<file path="src/rtl/pipelineGlobals.sv">
// Constants and state encoding shared by the bot-feed scheduler and its pipeline.
package pipelineGlobals;

  localparam int unsigned ADDR_WIDTH          = 14;
  localparam int unsigned OUTPUT_INDEX_OFFSET = (32'd1 << ADDR_WIDTH) - 32'd4;
  localparam int unsigned OUTPUT_READ_LATENCY = 2;
  localparam int unsigned OUTPUT_LAG          = (32'd1 << ADDR_WIDTH) - OUTPUT_INDEX_OFFSET
                                                + OUTPUT_READ_LATENCY;
  localparam int unsigned PIPE_LAG            = OUTPUT_LAG;

  typedef enum logic [1:0] {
    IDLE   = 2'd0,
    ISSUE  = 2'd1,
    DRAIN  = 2'd2,
    REPORT = 2'd3
  } schedState_e;

  // Bot-memory addresses wrap silently at the top of the address space.
  function automatic logic [ADDR_WIDTH-1:0] wrapAddr(
    input logic [ADDR_WIDTH-1:0] base,
    input logic [ADDR_WIDTH-1:0] offset
  );
    return base + offset;
  endfunction

endpackage

</file>
<file path="src/rtl/valid_delay_line.sv">
// Shift register of bot-valid strobes with one intermediate tap and the final tap.
module valid_delay_line #(
  parameter int unsigned LENGTH = 8,
  parameter int unsigned TAP    = 2
) (
  input  logic clk,
  input  logic rst,
  input  logic din,
  output logic tap,
  output logic last
);

  logic [LENGTH-1:0] stages;

  always_ff @(posedge clk) begin
    if (rst) begin
      stages <= '0;
    end else begin
      stages <= {stages[LENGTH-2:0], din};
    end
  end

  // stages[k] holds the strobe from k+1 cycles ago.
  assign tap  = stages[TAP-1];
  assign last = stages[LENGTH-1];

endmodule

</file>
<file path="src/rtl/bot_feed_scheduler.sv">
// Job-level controller: issues a contiguous range of bot reads into the pipeline under
// fullness back-pressure and sums the per-bot results into one report per job.
module bot_feed_scheduler
  import pipelineGlobals::*;
#(
  parameter int unsigned FULLNESS_LIMIT = 30,
  parameter int unsigned MEM_LATENCY    = 2
) (
  input  logic                  clk,
  input  logic                  rst,
  input  logic                  jobValid,
  output logic                  jobReady,
  input  logic [127:0]          jobTop,
  input  logic [ADDR_WIDTH-1:0] jobBase,
  input  logic [ADDR_WIDTH:0]   jobCount,
  output logic [ADDR_WIDTH-1:0] memAddr,
  output logic                  memRead,
  output logic [127:0]          top,
  output logic                  isBotValid,
  input  logic [4:0]            maxFullness,
  input  logic [39:0]           summedData,
  input  logic [4:0]            pcoeffCount,
  output logic                  resultValid,
  output logic [63:0]           resultSum,
  output logic [ADDR_WIDTH+5:0] resultCount,
  output logic                  busy
);

  localparam int unsigned LINE_LEN     = MEM_LATENCY + PIPE_LAG;
  localparam int unsigned COUNT_WIDTH  = ADDR_WIDTH + 1;
  localparam int unsigned RES_CNT_W    = ADDR_WIDTH + 6;
  localparam int unsigned FLIGHT_WIDTH = $clog2(LINE_LEN + 1) + 1;

  schedState_e             state;
  logic [ADDR_WIDTH-1:0]   base;
  logic [COUNT_WIDTH-1:0]  count;
  logic [COUNT_WIDTH-1:0]  issued;
  logic [FLIGHT_WIDTH-1:0] inFlight;

  logic                    fullnessOk;
  logic                    accept;
  logic                    issue;
  logic                    lastIssue;
  logic                    resHit;
  logic                    drainDone;
  logic [ADDR_WIDTH-1:0]   issueAddr;

  valid_delay_line #(
    .LENGTH (LINE_LEN),
    .TAP    (MEM_LATENCY)
  ) u_validLine (
    .clk  (clk),
    .rst  (rst),
    .din  (memRead),
    .tap  (isBotValid),
    .last (resHit)
  );

  // Issue decision: the first read may go out on the acceptance edge itself.
  always_comb begin
    fullnessOk = 32'(maxFullness) < FULLNESS_LIMIT;
    accept     = (state == IDLE) && jobValid && jobReady;
    issue      = 1'b0;
    lastIssue  = 1'b0;
    issueAddr  = wrapAddr(base, issued[ADDR_WIDTH-1:0]);
    if (accept) begin
      issue     = (jobCount != '0) && fullnessOk;
      lastIssue = jobCount == COUNT_WIDTH'(1);
      issueAddr = jobBase;
    end else if (state == ISSUE) begin
      issue     = fullnessOk;
      lastIssue = (issued + COUNT_WIDTH'(1)) == count;
    end
    drainDone = inFlight == FLIGHT_WIDTH'(resHit);
  end

  always_ff @(posedge clk) begin
    if (rst) begin
      state       <= IDLE;
      jobReady    <= 1'b0;
      busy        <= 1'b0;
      memRead     <= 1'b0;
      memAddr     <= '0;
      top         <= '0;
      base        <= '0;
      count       <= '0;
      issued      <= '0;
      inFlight    <= '0;
      resultValid <= 1'b0;
      resultSum   <= '0;
      resultCount <= '0;
    end else begin
      memRead     <= issue;
      resultValid <= 1'b0;
      inFlight    <= inFlight + FLIGHT_WIDTH'(memRead) - FLIGHT_WIDTH'(resHit);
      if (issue) begin
        memAddr <= issueAddr;
      end
      if (resHit) begin
        resultSum   <= resultSum + 64'(summedData);
        resultCount <= resultCount + RES_CNT_W'(pcoeffCount);
      end

      case (state)
        IDLE: begin
          if (accept) begin
            top         <= jobTop;
            base        <= jobBase;
            count       <= jobCount;
            issued      <= COUNT_WIDTH'(issue);
            resultSum   <= '0;
            resultCount <= '0;
            jobReady    <= 1'b0;
            busy        <= 1'b1;
            // An empty job, or a single bot issued at acceptance, has nothing left to issue.
            if ((jobCount == '0) || (issue && lastIssue)) begin
              state <= DRAIN;
            end else begin
              state <= ISSUE;
            end
          end else begin
            jobReady <= 1'b1;
            busy     <= 1'b0;
          end
        end
        ISSUE: begin
          if (issue) begin
            issued <= issued + COUNT_WIDTH'(1);
            if (lastIssue) begin
              state <= DRAIN;
            end
          end
        end
        DRAIN: begin
          // The final read may still be on memRead and not yet counted in inFlight.
          if (!memRead && drainDone) begin
            state       <= REPORT;
            resultValid <= 1'b1;
          end
        end
        REPORT: begin
          state    <= IDLE;
          jobReady <= 1'b1;
          busy     <= 1'b0;
        end
        default: begin
          state <= IDLE;
        end
      endcase
    end
  end

endmodule

</file>
<file path="config.mk">
export PLATFORM = sky130hd
export DESIGN_NAME = bot_feed_scheduler
export DESIGN_NICKNAME = d
export VERILOG_FILES = /design/src/rtl/pipelineGlobals.sv /design/src/rtl/valid_delay_line.sv /design/src/rtl/bot_feed_scheduler.sv
export SDC_FILE = /design/constraint.sdc
export NUM_CORES = 1
export LEC_CHECK = 0
export ABC_AREA = 1
export BUFFER_PORTS_ARGS = -buffer_cell sky130_fd_sc_hd__buf_4
export CORE_ASPECT_RATIO = 1.2
export CORE_UTILIZATION = 35
export CTS_BUF_LIST = sky130_fd_sc_hd__clkbuf_16
export DETAILED_ROUTE_END_ITERATION = 10
export PLACE_DENSITY = 0.57
export SLEW_MARGIN = 20
export SYNTH_ARGS = -nofsm -noshare
export SYNTH_HDL_FRONTEND = slang
export SYNTH_SLANG_ARGS = --single-unit
</file>
<file path="constraint.sdc">
create_clock -name clk -period 3.7 [get_ports clk]
set_clock_uncertainty 0.2 [all_clocks]
set_input_delay 0.185 -clock clk [delete_from_list [all_inputs] [get_ports clk]]
set_output_delay 0.185 -clock clk [all_outputs]
set_load 0.02 [all_outputs]
</file>
# Word-level counts from Yosys, hierarchy flattened
# Index checks and enable logic that the tools add are counted.
[totals]
reg_bits = 289
in_bits = 210
out_inout_bits = 231
elab_cells = 73
[classes]
addsub = 6
magnitude_cmp = 1
eq_ne = 10
n_mux = 25
n_bitwise = 1
reduce_logical = 16
[ops]
columns = ["operator", "n"]
rows = [
  ["two-way mux 64 bit", 3],
  ["adder 64 x 40 -> 64 bit", 1],
  ["two-way mux 20 bit", 3],
  ["two-way mux 15 bit", 2],
  ["case mux 15 bit (2 select lines)", 1],
  ["adder 20 x 5 -> 20 bit", 1],
  ["adder 15 x 1 -> 15 bit, second input constant", 1],
  ["== test 15 x 1 -> 1 bit, second input constant", 1],
  ["== test 15 bit", 1],
  ["zero test 15 bit", 1],
  ["nonzero test 15 bit", 1],
  ["adder 14 bit", 1],
  ["two-way mux 14 bit", 1],
  ["two-way mux 2 bit", 5],
  ["inequality test 2 bit, second input constant", 4],
  ["case mux 2 bit (4 select lines)", 1],
  ["two-way mux 1 bit", 7],
  ["adder 5 x 1 -> 5 bit", 1],
  ["== test 5 x 1 -> 1 bit", 1],
  ["logical AND 1 bit", 5],
  ["< comparator 5 bit, second input constant", 1],
  ["subtractor 5 x 1 -> 5 bit", 1],
  ["== test 2 bit, second input constant", 2],
  ["case mux 1 bit (2 select lines)", 2],
  ["other kinds (10)", 11],
]

# Logic depth before layout (Yosys ltp)
[depth]
ltp_word = 9
depth_mapped = 20
mapped_depth_nobuf = 20

# Modules after synthesis
# From an unflattened synthesis, not the netlist that was laid out.
[hier_totals]
hier_cells = 2238
hier_area_um2 = 15338.5
[by_module_without_submodules]
columns = ["module", "instances", "cells_each", "area_per_inst_um2", "seq_area_each_um2"]
rows = [
  ["bot_feed_scheduler", 1, 2213, 15107.0, 5625.4],
  ["valid_delay_line", 1, 25, 231.5, 160.2],
]

# Worst setup path after synthesis
# OpenSTA, ideal clock, no wires.
[synth_path]
path_type = "reg-to-reg"
start = "register resultSum[0]"
end = "register resultSum[20]"
setup_time_ns = 0.109
arrival_ns = 2.415
t_required_ns = 3.391
path_slack_ns = 0.976
stages_incl_launch_ff = 20
path_buffers = 0
synth_period_minus_slack_ns = 2.724
path_cell_list = "dfxtp_1 -> ha_1 -> inv_1 -> fa_1 -> inv_1 -> nand3_1 -> nand2_1 -> nand2_1 -> o211ai_2 -> nand2_1 -> nand2_1 -> inv_1 -> o21ai_0 -> inv_1 -> nor2_1 -> nor2_1 -> nand2_1 -> nand3_1 -> nand2_1 -> inv_1"
[synth_between]
elab_chain_len = 4
[synth_lines]
columns = ["item", "line", "text"]
rows = [
  ["from (decl)", "bot_feed_scheduler.sv:24", "output logic [63:0] resultSum,"],
  ["from (signal assigned)", "bot_feed_scheduler.sv:100", "resultSum <= resultSum + 64'(summedData);"],
  ["adder 64 x 40 -> 64 bit (*)", "bot_feed_scheduler.sv:100", ""],
  ["two-way mux 64 bit (*)", "bot_feed_scheduler.sv:99", "if (resHit) begin"],
  ["two-way mux 64 bit", "bot_feed_scheduler.sv:106", "if (accept) begin"],
  ["two-way mux 64 bit (*)", "bot_feed_scheduler.sv:104", "case (state)"],
]
# Every way passes the cells marked *; elsewhere a longest branch is shown, timed or not.
# A chain may end at the register's enable or synchronous reset.

# Worst setup path after layout
[layout_path]
start = "register resultSum[0]"
end = "register resultSum[26]"
# Same word-level chain as after synthesis.

==> flow_metrics.tcl <==
set metrics [dict create \
    status "finished, final reports clean" \
    clk_latency_ps 540 \
    area_growth_pct 45.15 \
    ys.flop_type "dfxtp_1" \
    met3WireLength_mm 3.800 \
    nets 3101 \
    grt_max_degree 146 \
    fmax_ghz 0.3174 \
    finalHoldViolations 0 \
    pin_count 441 \
    fp.dieArea_mm2 0.04395 \
    cp_slowest_stage_delay_ps 360 \
    ys_types 51 \
    timing.final.max_slew_violations 0 \
    syn_inst 2218 \
    synth_edf_count 0 \
    gr-usage-all-layers_pct 24.84 \
    min_from "summedData[15]" \
    timing.final.ws_setup_ps 549.8 \
    r2r_start "resultSum[0]" \
    ys_seq_elements 289 \
    drtIter0Drc 696 \
    powerDensity_mw_per_mm2 451.0 \
    clk_pin_slew_ps 60 \
    critPathKind "flop to flop" \
    fin_setup_tns_ps 0 \
    initial_core_util_pct 35.78 \
    globalplace.congestion 0.9563 \
    antenna_found_initial 8 \
    drive_above_1_share_pct 19.06 \
    hold_depth 5 \
    cp_slowest_cell "fa_1" \
    hpwl_mm 40.83 \
    drc 0 \
    max_slew_margin_pct 28.09 \
    cts_resized 0 \
    grt_overflow 0 \
    drtPass1Iterations 5 \
    synth-seq-area-share_pct 38.34 \
    power_mw 9.877 \
    wl_met1_mm 22.07 \
    met2_wirelength_mm 27.32 \
    cts_sinks 289 \
    rsz0062_at_grt "false" \
    synth_top_area_share_pct 38.34 \
    die_h_um 229.4 \
    r2r_end "resultSum[26]" \
    cts_buffers 36 \
    worst_setup_path_start_kind "flop" \
    dp_slack_ps 590.4 \
    syn_nets 2501 \
    cp.required_ps 3920 \
    grt_pass1_vias 16480 \
    setup_viol_count_final 0 \
    r2r_cells 17 \
    arrival_ps 3370 \
    drt-total-wl_mm 55.58 \
    grt_pass1_wl_mm 86.35 \
    crit_buf_inv 4 \
    cp_cell_sequence "ha_1 -> inv_1 -> fa_1 -> inv_1 -> nand3_1 -> nand2_1 -> a21oi_2 -> inv_1 -> nand2_1 -> nand2_1 -> a21oi_1 -> o21ai_1 -> nand2_1 -> nand2_1 -> nor2_1 -> o21ai_0 -> inv_1" \
    portBuffers 439 \
    crit_fanout 5 \
    ir_drop_mv 0.4049 \
    drtAntennaViolNets 0 \
    worst-slew-pin-transition_ps 1079 \
    power.leakage_nw 9.865 \
    root_buffer "clkbuf_16" \
    layout_commonest_cell "nand2_1" \
    finalCritPeriodShare_pct 85.14 \
    die_width_um 191.5 \
    synthArstFlopShare_pct 0 \
    final_cell_mix "nand2_1, buf_4, dfxtp_1" \
    syn_area_mm2 0.01509 \
    maxCapViolations 0 \
    via_per_inst 4.905 \
    cpMostUsedCell "nand2_1" \
    core_mm2 0.04217 \
    finalCriticalPeriod_ps 3150 \
    cp_top_family "compound AO/OA/AOI/OAI gates" \
    top_layer_used "met5" \
    htree_levels 2 \
    whs_endpoint "resultSum[15]" \
    num_vias 16640 \
    cts_max_path_buffers 3 \
    worstSetupEndpointType "flop" \
    hold_class "input pin to flop" \
    cts_tree "done" \
    r2r_slack_ps 550 \
    fp-row-count 82 \
    fin_util_pct 51.94 \
    yosysTopAreaCell "dfxtp_1" \
    netlist_top_cells_area "dfxtp_1, nand2_1, a21oi_1" \
    ys_warn_count 0 \
    route.detailed.wl_per_inst_um 16.38 \
    syn_area_per_cell_um2 6.803 \
]
## cells in the mapped netlist (6+ instances only)
cell type / instances
nor4_1: 6
nor3_1: 28
dfxtp_1: 289
ha_1: 69
nand3_1: 84
inv_1: 243
xor2_1: 23
buf_1: 6
a31oi_1: 22
or2_2: 11
o21bai_1: 10
o211ai_1: 22
clkbuf_1: 71
nand4_1: 27
a21oi_1: 285
o21ai_0: 127
nand2_1: 611
xnor2_1: 9
nor2_1: 199
## worst reg2reg max path, cell delays in order (launching register included)
cell and delay, ps:
dfxtp_1 350, ha_1 350, inv_1 100, fa_1 360
inv_1 130, nand3_1 110, nand2_1 140, a21oi_2 80
inv_1 90, nand2_1 50, nand2_1 130, a21oi_1 190
o21ai_1 290, nand2_1 90, nand2_1 90, nor2_1 40
o21ai_0 180, inv_1 60
## worst max path at each step
stage	startpoint	to	slack, ps	depth (start not counted)
final	resultSum[0]	resultSum[26]	550	17
after global routing	resultSum[0]	resultSum[20]	200	19
after CTS	state[0]	top[10]	570	7
after detailed placement	resultSum[0]	resultSum[20]	590	19
after global placement	resultSum[0]	resultSum[20]	610	19
after floorplan	resultSum[0]	resultSum[20]	980	19
## flip-flops by register name, indices dropped and copies added, names as in the netlist, 2 cells and up
| register | flops |
|---|---|
| top | 128 |
| resultSum | 64 |
| resultCount | 20 |
| count | 15 |
| issued | 15 |
| base | 14 |
| memAddr | 14 |
| u_validLine.stages | 8 |
| inFlight | 5 |
| state | 2 |
## repair_timing
item | CTS | global route
setup buffers | 0 | 0
hold buffers | 194 | 0
setup endpoints to repair | 0 | 0
hold endpoints to repair | 202 | 0
## logic make-up (layout without fill, tap and decap cells)
kind of cell / count (synthesis) / in the layout / synth area share, %
fa+ha+maj: 73 / 73 / 6.253
flops: 289 / 289 / 38.34
xor+xnor: 33 / 33 / 2.015
other cells: 0 / 3 / 0
buf+inv: 329 / 955 / 8.284
simple gates: 996 / 996 / 27.24
compound gates: 498 / 498 / 17.86
## metrics by stage
stage | hold WS (ps) | cells | instance area [um2]
CTS | 6.213 | 3389 | 21870
global placement | 194.6 | 3131 | 18850
finish | 22.43 | 3393 | 21900
global route | 60.81 | 3391 | 21900
floorplan | 129.6 | 2218 | 15090
detailed placement | 200.2 | 3131 | 18850
## layer usage
metal	vias to the layer above	track usage (%)
li1	8432	-
met1	7563	28.22
met2	519	43.87
met3	118	5.991
met4	12	10.27
met5	-	0
## report_power, final
part	switching, mW	internal, mW
clock	1.41	1.85
combinational	1.78	1.14
sequential	0.216	3.48
## cell type report
class	instances	area [um2]
fill	4126	20270
inverter	246	925.9
multi-input combinational	1600	8068
antenna	3	7.507
tap	546	683.2
sequential	289	5787
clock inverter	26	126.4
clock buffer	38	950.9
timing repair buffer	645	5353
Power figures use the tool's default switching activity.
